--- src/rtl/instr_fetch_queue.sv ---
// Instruction fetch queue: 16-entry program memory feeding a DEPTH-entry (2 or 4) FIFO.
// Define FETCH_PARITY_EN to store per-entry even parity and add the instr_parity_err output.
module instr_fetch_queue #(
   parameter int INSTR_W = 8,
   parameter int DEPTH   = 2
) (
   input  logic               clk,
   input  logic               reset,
   input  logic [3:0]         pc,
   input  logic               pc_valid,
   output logic               pc_ready,
   input  logic               prog_we,
   input  logic [3:0]         prog_addr,
   input  logic [INSTR_W-1:0] prog_data,
   input  logic               flush,
   output logic [INSTR_W-1:0] instr,
   output logic [3:0]         instr_pc,
`ifdef FETCH_PARITY_EN
   output logic               instr_parity_err,
`endif
   output logic               instr_valid,
   input  logic               instr_ready
);
   localparam int PTR_W = $clog2(DEPTH);
   localparam int CNT_W = PTR_W + 1;
   localparam logic [CNT_W-1:0] FULL = CNT_W'(DEPTH);

   logic [INSTR_W-1:0] mem [16];
   logic [INSTR_W-1:0] q_instr [DEPTH];
   logic [3:0]         q_pc [DEPTH];
   logic [PTR_W-1:0]   rd_ptr_reg;
   logic [PTR_W-1:0]   wr_ptr_reg;
   logic [CNT_W-1:0]   count_reg;
   logic               push;
   logic               pop;
   logic [INSTR_W-1:0] fetch_word;

   // Read before the write lands, so a same-cycle write to pc is seen as old data.
   assign fetch_word  = mem[pc];
   assign pc_ready    = (count_reg < FULL);
   assign instr_valid = (count_reg != '0);
   assign push        = pc_valid && pc_ready;
   assign pop         = instr_valid && instr_ready;

   always_ff @(posedge clk) begin
      if (prog_we) begin
         mem[prog_addr] <= prog_data;
      end
   end

   always_ff @(posedge clk or negedge reset) begin
      if (!reset) begin
         rd_ptr_reg <= '0;
         wr_ptr_reg <= '0;
         count_reg  <= '0;
      end else if (flush) begin
         rd_ptr_reg <= '0;
         wr_ptr_reg <= '0;
         count_reg  <= '0;
      end else begin
         if (push) begin
            wr_ptr_reg <= wr_ptr_reg + 1'b1;
         end
         if (pop) begin
            rd_ptr_reg <= rd_ptr_reg + 1'b1;
         end
         if (push && !pop) begin
            count_reg <= count_reg + 1'b1;
         end else if (pop && !push) begin
            count_reg <= count_reg - 1'b1;
         end
      end
   end

`ifdef FETCH_PARITY_EN
   logic q_par [DEPTH];
`endif

   // Entry storage carries no reset; the occupancy count alone decides validity.
   always_ff @(posedge clk) begin
      if (push && !flush) begin
         q_instr[wr_ptr_reg] <= fetch_word;
         q_pc[wr_ptr_reg]    <= pc;
`ifdef FETCH_PARITY_EN
         q_par[wr_ptr_reg]   <= ^fetch_word;
`endif
      end
   end

   assign instr    = instr_valid ? q_instr[rd_ptr_reg] : '0;
   assign instr_pc = instr_valid ? q_pc[rd_ptr_reg]    : '0;

`ifdef FETCH_PARITY_EN
   assign instr_parity_err = instr_valid && (q_par[rd_ptr_reg] != ^instr);
`endif
endmodule

--- config.mk ---
export PLATFORM = sky130hd
export DESIGN_NAME = instr_fetch_queue
export DESIGN_NICKNAME = d
export VERILOG_FILES = /design/src/rtl/instr_fetch_queue.sv
export SDC_FILE = /design/constraint.sdc
export NUM_CORES = 1
export LEC_CHECK = 0
export ABC_AREA = 1
export BUFFER_PORTS_ARGS = -buffer_cell sky130_fd_sc_hd__buf_4
export CAP_MARGIN = 30
export CELL_PAD_IN_SITES_DETAIL_PLACEMENT = 0
export CELL_PAD_IN_SITES_GLOBAL_PLACEMENT = 1
export CORE_UTILIZATION = 40
export CTS_CLUSTER_DIAMETER = 100
export DETAILED_ROUTE_END_ITERATION = 6
export PLACE_DENSITY_LB_ADDON = 0.25
export SETUP_SLACK_MARGIN = 0.1
export SYNTH_ARGS = -nofsm -noshare
export SYNTH_HDL_FRONTEND = slang
export SYNTH_SLANG_ARGS = --single-unit
--- constraint.sdc ---
create_clock -name clk -period 2 [get_ports clk]
set_input_delay 0.4 -clock clk [delete_from_list [all_inputs] [get_ports clk]]
set_output_delay 0.4 -clock clk [all_outputs]
set_load 0.03 [all_outputs]
After elaboration in Yosys (flattened, before gate mapping)
Memory sizes are Yosys's and may differ from the RTL's.
Index checks and enable logic that the tools add are counted.
{ "classes": {"n_addsub": 4, "order_cmp": 1, "mux": 13, "reduce_logical": 12} }
{ "op_table": {"columns": ["operator", "n"], "rows": [
  ["1-bit 2-to-1 mux", 8],
  ["8-bit 2-to-1 mux", 1],
  ["2-bit 2-to-1 mux", 3],
  ["2-bit nonzero test", 3],
  ["1-bit logical AND", 5],
  ["4-bit 2-to-1 mux", 1],
  ["1-bit logical NOT", 3],
  ["3-bit nonzero test", 1],
  ["1-bit adder, second input constant", 2],
  ["2-bit by 1-bit adder with 2-bit output, second input constant", 1],
  ["2-bit less-than comparator, second input constant", 1],
  ["2-bit by 1-bit subtractor with 2-bit output, second input constant", 1]
]} }
{ "totals": {"reg_bits": 4, "mem_bits_rw": 152, "input_bits": 22, "out_inout_bits": 14, "elab_cells": 36, "mem_count": 3} }
{ "mem_list": {"columns": ["name", "depth", "word_bits", "read_ports", "rd_clocked_by_memory_dff", "wr", "line", "rtl"], "rows": [
  ["mem", 16, 8, 1, 0, 1, "28", "logic [INSTR_W-1:0] mem [16];"],
  ["q_instr", 2, 8, 1, 0, 1, "29", "logic [INSTR_W-1:0] q_instr [DEPTH];"],
  ["q_pc", 2, 4, 1, 0, 1, "30", "logic [3:0] q_pc [DEPTH];"]
]} }

Logic depth before layout (Yosys ltp)
Gate-level depths: netlist of the first run.
{ "logic_depth": {"word_depth": 7, "mapped_depth": 8, "depth_no_buf": 8} }

Worst setup path after synthesis of the first run
OpenSTA, ideal clock, no wires.
{ "synth_path": {"path_type": "register to output", "startpoint": "register rd_ptr_reg", "endpoint": "output instr[1]", "t_arrival_ns": 1.323, "t_required_ns": 1.600, "setup_slack_ns": 0.277, "stages_incl_launch_ff": 5, "n_path_buf": 1, "path_cell_list": "dfrtp_1 > inv_1 > clkbuf_1 > nand2_1 > a21oi_1"} }
{ "synth_between": {"elab_chain_cells": 2} }
{ "synth_rtl": {"columns": ["element", "line", "rtl"], "rows": [
  ["start: declaration", "31", "logic [PTR_W-1:0] rd_ptr_reg;"],
  ["start signal: assignment", "65", "rd_ptr_reg <= rd_ptr_reg + 1'b1;"],
  ["memory read 2 x 8 bit", null, null],
  ["8-bit 2-to-1 mux", "90", "assign instr = instr_valid ? q_instr[rd_ptr_reg] : '0;"],
  ["end: declaration", "16", "output logic [INSTR_W-1:0] instr,"]
]} }
No other way between the ends.

Worst setup path in the final report of the first run
{ "layout_path": {"startpoint": "register rd_ptr_reg", "endpoint": "output instr[3]"} }
Same word-level chain as after synthesis.

==> results of run 1 <==
==> cell families after synthesis <==
logic type | Yosys count
and+or+nand+nor | 340
DFF | 156
buffers and inverters | 84
AOI/OAI and AO/OA | 25
==> worst paths after layout <==
path	from	to	slack, ns	depth (start not counted)
max	rd_ptr_reg	instr[3]	0.13	4
min	flush	count_reg[0]	0.25	4
max reg2reg	count_reg[1]	q_instr[0][5]	0.58	4
min reg2reg	wr_ptr_reg	wr_ptr_reg	0.49	1
max in group asynchronous	reset	count_reg[0]	1.58	2
min in group asynchronous	reset	rd_ptr_reg	0.32	2
==> power by group <==
group | total, W | leakage [nW] | internal [W] | switching [W]
registers | 0.00374 | 1.43 | 0.00370 | 0.0000356
clock network | 0.00314 | 0.289 | 0.00193 | 0.00121
logic | 0.000984 | 1.47 | 0.000343 | 0.000641
==> cell usage after synthesis (3+ instances only) <==
cell and instances:
nand2_1 198, edfxtp_1 152, nand3_1 76, inv_1 56
nor2_1 50, a21oi_1 14, or2_2 13, buf_2 10
clkbuf_1 9, o21ai_0 9, buf_4 6, dfrtp_1 4
or2_0 3
==> area by class of cell <==
cell class | count | area (µm²) | share of cell area [%]
Sequential cell | 156 | 4660 | 59.0
Multi-Input combinational cell | 365 | 1580 | 20.0
Timing Repair Buffer | 67 | 586 | 7.40
Clock buffer | 21 | 470 | 5.95
Tap cell | 216 | 270 | 3.42
Inverter | 58 | 221 | 2.80
Clock inverter | 11 | 118 | 1.49
==> what timing repair did <==
action	4_1_cts	5_1_grt
endpoints found under the setup margin	12	13
setup buffers	2	0
hold buffers	1	0
gates resized for setup	3	17
hold endpoints to repair	4	0
==> worst max-delay path: cells and delay by family (launching register included) <==
| kind | cells | cell delay (ns) |
|---|---|---|
| AO/OA/AOI/OAI | 1 | 0.19 |
| buffers and inverters | 2 | 0.39 |
| flip-flops | 1 | 0.39 |
| AND/OR/NAND/NOR | 1 | 0.08 |
==> layer usage <==
layer / up-vias / global-route usage [%] / share of wire, %
met4: 0 / 6.77 / 1.2
met5: - / 0 / 0
met3: 12 / 3.98 / 4.5
li1: 2127 / - / -
met1: 2083 / 26.1 / 46
met2: 103 / 31.6 / 48
==> through the flow <==
step | cells | hold slack (ns) | power (W) | util, %
4_1_cts | 894 | 0.237 | 0.00786 | 49.2
5_1_grt | 894 | 0.260 | 0.00817 | 49.6
3_3_place_gp | 859 | 0.199 | 0.00469 | 45.3
6_report | 894 | 0.252 | 0.00786 | 49.6
2_1_floorplan | 605 | 0.104 | 0.00433 | -
3_5_place_dp | 859 | 0.202 | 0.00471 | 45.3
==> flow_summary.json, run 1 <==
{
  "status": "completed",
  "clock_sinks": 156,
  "relSlewSlack_pct": 75.4,
  "timing.final.crit_share_pct": 93.3,
  "ir_drop_mv": 0.617,
  "dieArea_um2": 16900,
  "clock_path_buffers": 2,
  "synthCells": 605,
  "worst_slew_pin_slew_ns": 0.365,
  "synth_fa_ha_area_share_pct": 0,
  "root_buffer": "clkbuf_16",
  "drt-pass1-iter-count": 4,
  "die_x_um": 130,
  "cts-buffers-inserted": 17,
  "antenna_found_initial": 0,
  "setup_tns_ns": 0,
  "synth_top_area_cell": "edfxtp_1",
  "synth_cell_type_count": 17,
  "viasPerCell": 4.84,
  "core_um2": 15900,
  "antenna_cells": 0,
  "hold_path.class": "in2reg",
  "worstSetupEndpointType": "primary output",
  "async_flop_share_pct": 2.56,
  "final_hold_viol_count": 0,
  "cpMostUsedCell": "buf_4",
  "synth_top_cell_area_share_pct": 69.6,
  "grt_overflow": 0,
  "grt_pass1_wl_mm": 23.4,
  "final_common_cell": "nand2_1",
  "grt_max_degree": 54,
  "final_cell_mix": "nand2_1, edfxtp_1, nand3_1",
  "routedWlPerCell_um": 16.7,
  "cp.arrival_ns": 1.47,
  "wirelength_mm": 14.9,
  "finalSetupViolCount": 0,
  "dpl_cell_area_um2": 7220,
  "clk_pin_slew_ns": 0.06,
  "worstSetupPathType": "reg2out",
  "synth_xor_area_share_pct": 0,
  "synth_compound_area_share_pct": 1.97,
  "timing.fmax_mhz": 536,
  "track_usage_pct": 19.4,
  "rsz0062_at_grt": "yes",
  "netlist_area_um2": 6560,
  "max_flop_register": "mem",
  "drt.antenna.violating_nets": 0,
  "pin_count": 36,
  "ys_ff_latch": 156,
  "row_count": 46,
  "ys_seq_area_share_pct": 71.2,
  "htree_levels": 4,
  "grt_pass1_vias": 4221,
  "worstPathRequired_ns": 1.60,
  "vias": 4325,
  "skew_ns": 0.00641,
  "startpoint_type": "flip-flop",
  "nets": 687,
  "nFillCells": 1447,
  "worstPathMaxFanout": 12,
  "dp_hpwl_mm": 9.25,
  "synth_warnings": 0,
  "largest_reg_flops": 128,
  "synthSimpleGateAreaFrac_pct": 21.5,
  "initial_utilization_pct": 41.1,
  "drc": 0,
  "largestRegisters": "mem x128, q_instr x16, q_pc x8",
  "clkLatencyLatePin_ns": 0.42,
  "synthesis.nets": 627,
  "drive_gt1_share_pct": 18.3,
  "muxShareOfSynthArea_pct": 0,
  "synth_area_leaders": "edfxtp_1, nand2_1, nand3_1, inv_1, nor2_1",
  "cp_slowest_cell": "dfrtp_1",
  "portBuffers": 35,
  "die_h_um": 130,
  "worst_path_largest_cell_delay_ns": 0.39,
  "final_area_um2": 7910,
  "drt-initial-drc-count": 292,
  "post-route-min-period_ns": 1.87,
  "dp_slack_ns": 0.212,
  "drv_slew": 0,
  "fin_ws_ns": 0.133,
  "synth_top_family_by_area": "simple AND/OR/NAND/NOR gates",
  "pwr_density_cell_nw_per_um2": 993,
  "synth_edf_count": 152,
  "ys.flop_type": "edfxtp_1",
  "place_congestion": 0.767,
  "cts_tree": "yes",
  "crit_chain": "buf_4 -> nand2_1 -> a21oi_2 -> buf_4",
  "syn_avg_cell_area_um2": 10.8,
  "area.growth.synth_to_final_pct": 20.7,
  "maxCapViolCount": 0,
  "p_leak_nw": 3.19
}
Power figures use the tool's default switching activity.
==> run 2: changes to the inputs <==
==> constraint.sdc (replaced) <==
create_clock -name clk -period 2 [get_ports clk]
set_input_delay 0.2 -clock clk [delete_from_list [all_inputs] [get_ports clk]]
set_output_delay 0.2 -clock clk [all_outputs]
set_load 0.03 [all_outputs]
==> flow_summary.json, run 2 (synthesis gave the netlist of run 1 again) <==
{
  "status": "completed",
  "area.growth.synth_to_final_pct": 19.8,
  "core_um2": 15900,
  "dp.cells": 860,
  "reg2reg_slack_ns": 0.60,
  "multi_input_comb_area_um2": 1540,
  "timing.final.crit_share_pct": 86.1,
  "timing.fmax_mhz": 581,
  "min_from": "flush",
  "hold_slack_ns": 0.0486,
  "use_met3_pct": 5.13,
  "pin_count": 36,
  "clock_path_buffers": 2,
  "row_count": 46,
  "rsz0062_at_grt": "no",
  "grt_max_degree": 54,
  "skew_ns": 0.0116,
  "post-route-min-period_ns": 1.72,
  "viasPerCell": 4.75,
  "clkLatencyLatePin_ns": 0.42,
  "timing.rr.start": "count_reg[1]",
  "setup_tns_ns": 0,
  "clk_pin_slew_ns": 0.06,
  "maxCapViolCount": 0,
  "cp.arrival_ns": 1.52,
  "wirelength_mm": 14.6,
  "worstSetupEndpointType": "primary output",
  "drv_slew": 0,
  "hold_end": "count_reg[0]",
  "drive_gt1_share_pct": 16.4,
  "cts_tree": "yes",
  "grt_overflow": 0,
  "nets": 686,
  "worst_slew_pin_slew_ns": 0.368,
  "relSlewSlack_pct": 75.5,
  "largest_reg_flops": 128,
  "cts-buffers-inserted": 17,
  "ir_drop_mv": 0.659,
  "dieArea_um2": 16900,
  "p_int_w": 0.00611,
  "dpl_cell_area_um2": 7220,
  "drt-initial-drc-count": 296,
  "drc": 0,
  "routedWlPerCell_um": 16.3,
  "ff_latch_area_um2": 4660,
  "nFillCells": 1421,
  "power_frac_seq_pct": 46.9,
  "final_common_cell": "nand2_1",
  "portBuffers": 35,
  "final_hold_viol_count": 0,
  "finalSetupViolCount": 0,
  "p_total_w": 0.00797,
  "grtUsageMet1_pct": 25.7,
  "drt-pass1-iter-count": 5,
  "pwr_density_cell_nw_per_um2": 1020,
  "initial_utilization_pct": 41.1,
  "fin_cells": 893,
  "hold_path.class": "in2reg",
  "whs_path_depth": 4,
  "final_area_um2": 7850,
  "max_flop_register": "mem",
  "worstPathRequired_ns": 1.80,
  "power_frac_clock_pct": 41.9,
  "p_sw_share_pct": 23.4,
  "drt.antenna.violating_nets": 0,
  "final_cell_mix": "nand2_1, edfxtp_1, nand3_1",
  "antenna_found_initial": 0,
  "dp_hpwl_mm": 9.30,
  "die_h_um": 130,
  "largestRegisters": "mem x128, q_instr x16, q_pc x8",
  "htree_levels": 4,
  "worstPathMaxFanout": 14,
  "met2_usage_pct": 29.3,
  "root_buffer": "clkbuf_16",
  "startpoint_type": "flip-flop",
  "antenna_cells": 0,
  "r2r_cells": 4,
  "clock_sinks": 156,
  "place_congestion": 0.783,
  "grt.busiest_layer": "met2",
  "worstSetupPathType": "reg2out",
  "grt_pass1_wl_mm": 22.6,
  "pwr-share-comb_pct": 11.2,
  "vias": 4242,
  "die_x_um": 130,
  "p_leak_nw": 3.18,
  "grt_pass1_vias": 4057,
  "r2r-end": "q_instr[1][1]",
  "switching_power_w": 0.00186,
  "post-cts-setup-buffers": 0,
  "track_usage_pct": 18.9
}
==> run 2: worst max path at each step <==
stage	from	to	slack (ns)	cells past startpoint
6_report	rd_ptr_reg	instr[4]	0.28	4
5_1_grt	rd_ptr_reg	instr[4]	0.21	4
4_1_cts	rd_ptr_reg	instr[4]	0.12	4
3_5_place_dp	pc[0]	q_instr[1][3]	0.47	8
3_3_place_gp	pc[0]	q_instr[0][0]	0.51	8
2_1_floorplan	count_reg[1]	q_instr[0][0]	0.41	3
==> run 2: layout make-up <==
cell class	count	area share, %
Tap cell	216	3.44
Clock buffer	20	5.69
Clock inverter	12	2.18
Multi-Input combinational cell	365	19.6
Sequential cell	156	59.4
Inverter	58	2.82
Timing Repair Buffer	66	6.82
==> run 2: metrics by stage <==
| step | worst slack [ns] | utilization [%] |
|---|---|---|
| final | 0.279 | 49.2 |
| after floorplan | 0.406 | - |
| after CTS | 0.118 | 49.2 |
| after global placement | 0.505 | 45.3 |
| after detailed placement | 0.471 | 45.3 |
| after global routing | 0.211 | 49.2 |
==> run 2: power groups by stage <==
stage,combinational [W],sequential (W),clock (W)
floorplan,0.000538,0.00380,0
global placement,0.000890,0.00380,0
detailed placement,0.000902,0.00380,0
CTS,0.000907,0.00373,0.00340
global route,0.000990,0.00375,0.00352
finish,0.000895,0.00374,0.00334
==> run 2: metal layers <==
layer,wire [µm],part of all wire [%],up-vias
met5,0,0,-
met4,208,1.4,0
met1,6690,46,1980
met2,6730,46,122
met3,923,6.3,17
li1,-,-,2123
==> run 2: critical path, stage by stage (launching register included) <==
cell and delay (ns):
dfrtp_1 0.41, clkinvlp_4 0.20, nand2_1 0.08, a21oi_1 0.21, buf_4 0.20
==> run 2: repair_timing <==
action,in CTS,in global routing
endpoints found under the setup margin,0,1
endpoints found under the hold margin,4,0
resized for setup,0,1
hold buffers,1,0
==> run 3: changes to the inputs <==
--- a/config.mk
+++ b/config.mk
@@ -6,13 +6,14 @@
 export NUM_CORES = 1
 export LEC_CHECK = 0
 export ABC_AREA = 1
-export BUFFER_PORTS_ARGS = -buffer_cell sky130_fd_sc_hd__buf_4
 export CAP_MARGIN = 30
 export CELL_PAD_IN_SITES_DETAIL_PLACEMENT = 0
 export CELL_PAD_IN_SITES_GLOBAL_PLACEMENT = 1
 export CORE_UTILIZATION = 40
 export CTS_CLUSTER_DIAMETER = 100
 export DETAILED_ROUTE_END_ITERATION = 6
+export DONT_BUFFER_PORTS = 1
+export HOLD_SLACK_MARGIN = 0.12
 export PLACE_DENSITY_LB_ADDON = 0.25
 export SETUP_SLACK_MARGIN = 0.1
 export SYNTH_ARGS = -nofsm -noshare
==> flow_summary.json, run 3 (synthesis gave the netlist of run 1 again) <==
{
  "final_common_cell": "nand2_1",
  "clkLatencyLatePin_ns": 0.43,
  "final_core_util_pct": 49.2,
  "cts_tree": "yes",
  "track_usage_pct": 19.7,
  "final_area_um2": 7840,
  "min_from": "pc[3]",
  "timing.fmax_mhz": 569,
  "setup_tns_ns": 0,
  "initial_utilization_pct": 41.1,
  "drt.antenna.violating_nets": 0,
  "final_hold_viol_count": 0,
  "p_leak_nw": 3.13,
  "worstSetupStartpoint": "count_reg[0]",
  "antenna_found_initial": 0,
  "htree_levels": 4,
  "die_x_um": 130,
  "dieArea_um2": 16900,
  "final_cell_mix": "nand2_1, edfxtp_1, nand3_1",
  "timing.rr.start": "count_reg[0]",
  "wirelength_mm": 15.0,
  "max_flop_register": "mem",
  "routedWlPerCell_um": 17.0,
  "fin_ws_ns": 0.242,
  "nets": 674,
  "drive_gt1_share_pct": 12.3,
  "maxCapViolCount": 0,
  "clock_path_buffers": 2,
  "drc": 0,
  "portBuffers": 0,
  "cp.arrival_ns": 2.12,
  "drv_slew": 0,
  "worst_slew_pin_slew_ns": 0.743,
  "finalSetupViolCount": 0,
  "post-route-min-period_ns": 1.76,
  "worstSetupEndpointType": "flip-flop",
  "largest_reg_flops": 128,
  "hold_path.class": "in2reg",
  "dpl_cell_area_um2": 6960,
  "rsz0062_at_grt": "no",
  "post-cts-setup-buffers": 0,
  "drt-pass1-iter-count": 4,
  "largestRegisters": "mem x128, q_instr x16, q_pc x8",
  "vias": 4237,
  "grt_pass1_vias": 4091,
  "skew_ns": 0.0105,
  "timing.final.crit_share_pct": 87.9,
  "grt_pass1_wl_mm": 23.3,
  "clk_pin_slew_ns": 0.06,
  "dp_slack_ns": 0.628,
  "area.growth.synth_to_final_pct": 19.6,
  "status": "completed",
  "pin_count": 36,
  "ir_drop_mv": 0.547,
  "drt-initial-drc-count": 252,
  "place_congestion": 0.746,
  "viasPerCell": 4.81,
  "core_um2": 15900,
  "startpoint_type": "flip-flop",
  "die_h_um": 130,
  "grt_max_degree": 78,
  "clock_sinks": 156,
  "root_buffer": "clkbuf_16",
  "worstPathRequired_ns": 2.36,
  "antenna_cells": 0,
  "cts-buffers-inserted": 17,
  "dp_hpwl_mm": 8.84,
  "relSlewSlack_pct": 50.3,
  "row_count": 46,
  "worstPathMaxFanout": 5,
  "worstSetupPathType": "reg2reg",
  "grt_overflow": 0,
  "pwr_density_cell_nw_per_um2": 1060
}
==> run 3: changes by cell type in the layout (fill, tap and decap cells not counted), sizes merged, moves of 2 or more <==
cell         before  now
clkbuf           20   17
clkinvlp          4    2
buf              65   35
dlygate4sd3       1   19
bufinv            4    7
==> run 3: power breakdown <==
part	switching, W	total (W)	leakage [nW]	internal (W)
Combinational	0.000551	0.000817	1.37	0.000266
Sequential	0.0000342	0.00374	1.43	0.00370
Clock	0.00127	0.00374	0.333	0.00247
Total	0.00186	0.00829	3.13	0.00643
==> run 3: metal layers <==
layer	share of wire [%]	track usage, %	up-vias
li1	-	-	2099
met1	46	26.0	2033
met2	48	31.7	94
met3	4.6	5.13	11
met4	0.99	6.50	0
met5	0	0	-
==> run 3: critical path: stages (launching register included) <==
cell and delay (ns):
dfrtp_1 0.42, o21ai_1 0.25, nand2_1 0.14, a21oi_1 0.20, nand2_1 0.07, dlygate4sd3_1 0.56, nand2_1 0.06
==> run 3: final timing paths <==
check / end / slack (ns) / depth (start not counted)
setup / recovery: count_reg[0] / 0.24 / 6
hold / removal: q_instr[0][0] / 0.12 / 2
setup reg to reg: count_reg[0] / 0.24 / 6
hold reg to reg: wr_ptr_reg / 0.49 / 1
max in group asynchronous: wr_ptr_reg / 1.19 / 2
min in group asynchronous: count_reg[1] / 0.62 / 2
==> run 3: timing repair <==
action / CTS / global route
endpoints found under the setup margin: 0 / 2
hold buffers: 19 / 0
hold endpoints to repair: 154 / 0
resized for setup: 0 / 1
==> run 3: area by class of cell <==
cell class / instances / area [µm²]
Clock buffer: 17 / 425
Clock inverter: 15 / 270
Fill cell: 1453 / 8100
Inverter: 58 / 218
Multi-Input combinational cell: 365 / 1540
Sequential cell: 156 / 4660
Tap cell: 216 / 270
Timing Repair Buffer: 54 / 453
==> run 3: stage by stage <==
step                hold slack, ns  power (W)  std cells
floorplan                  -0.0956    0.00433        605
global placement           -0.0954    0.00452        830
detailed placement         -0.0954    0.00454        830
CTS                          0.120    0.00837        881
global route                 0.120    0.00860        881
finish                       0.120    0.00829        881
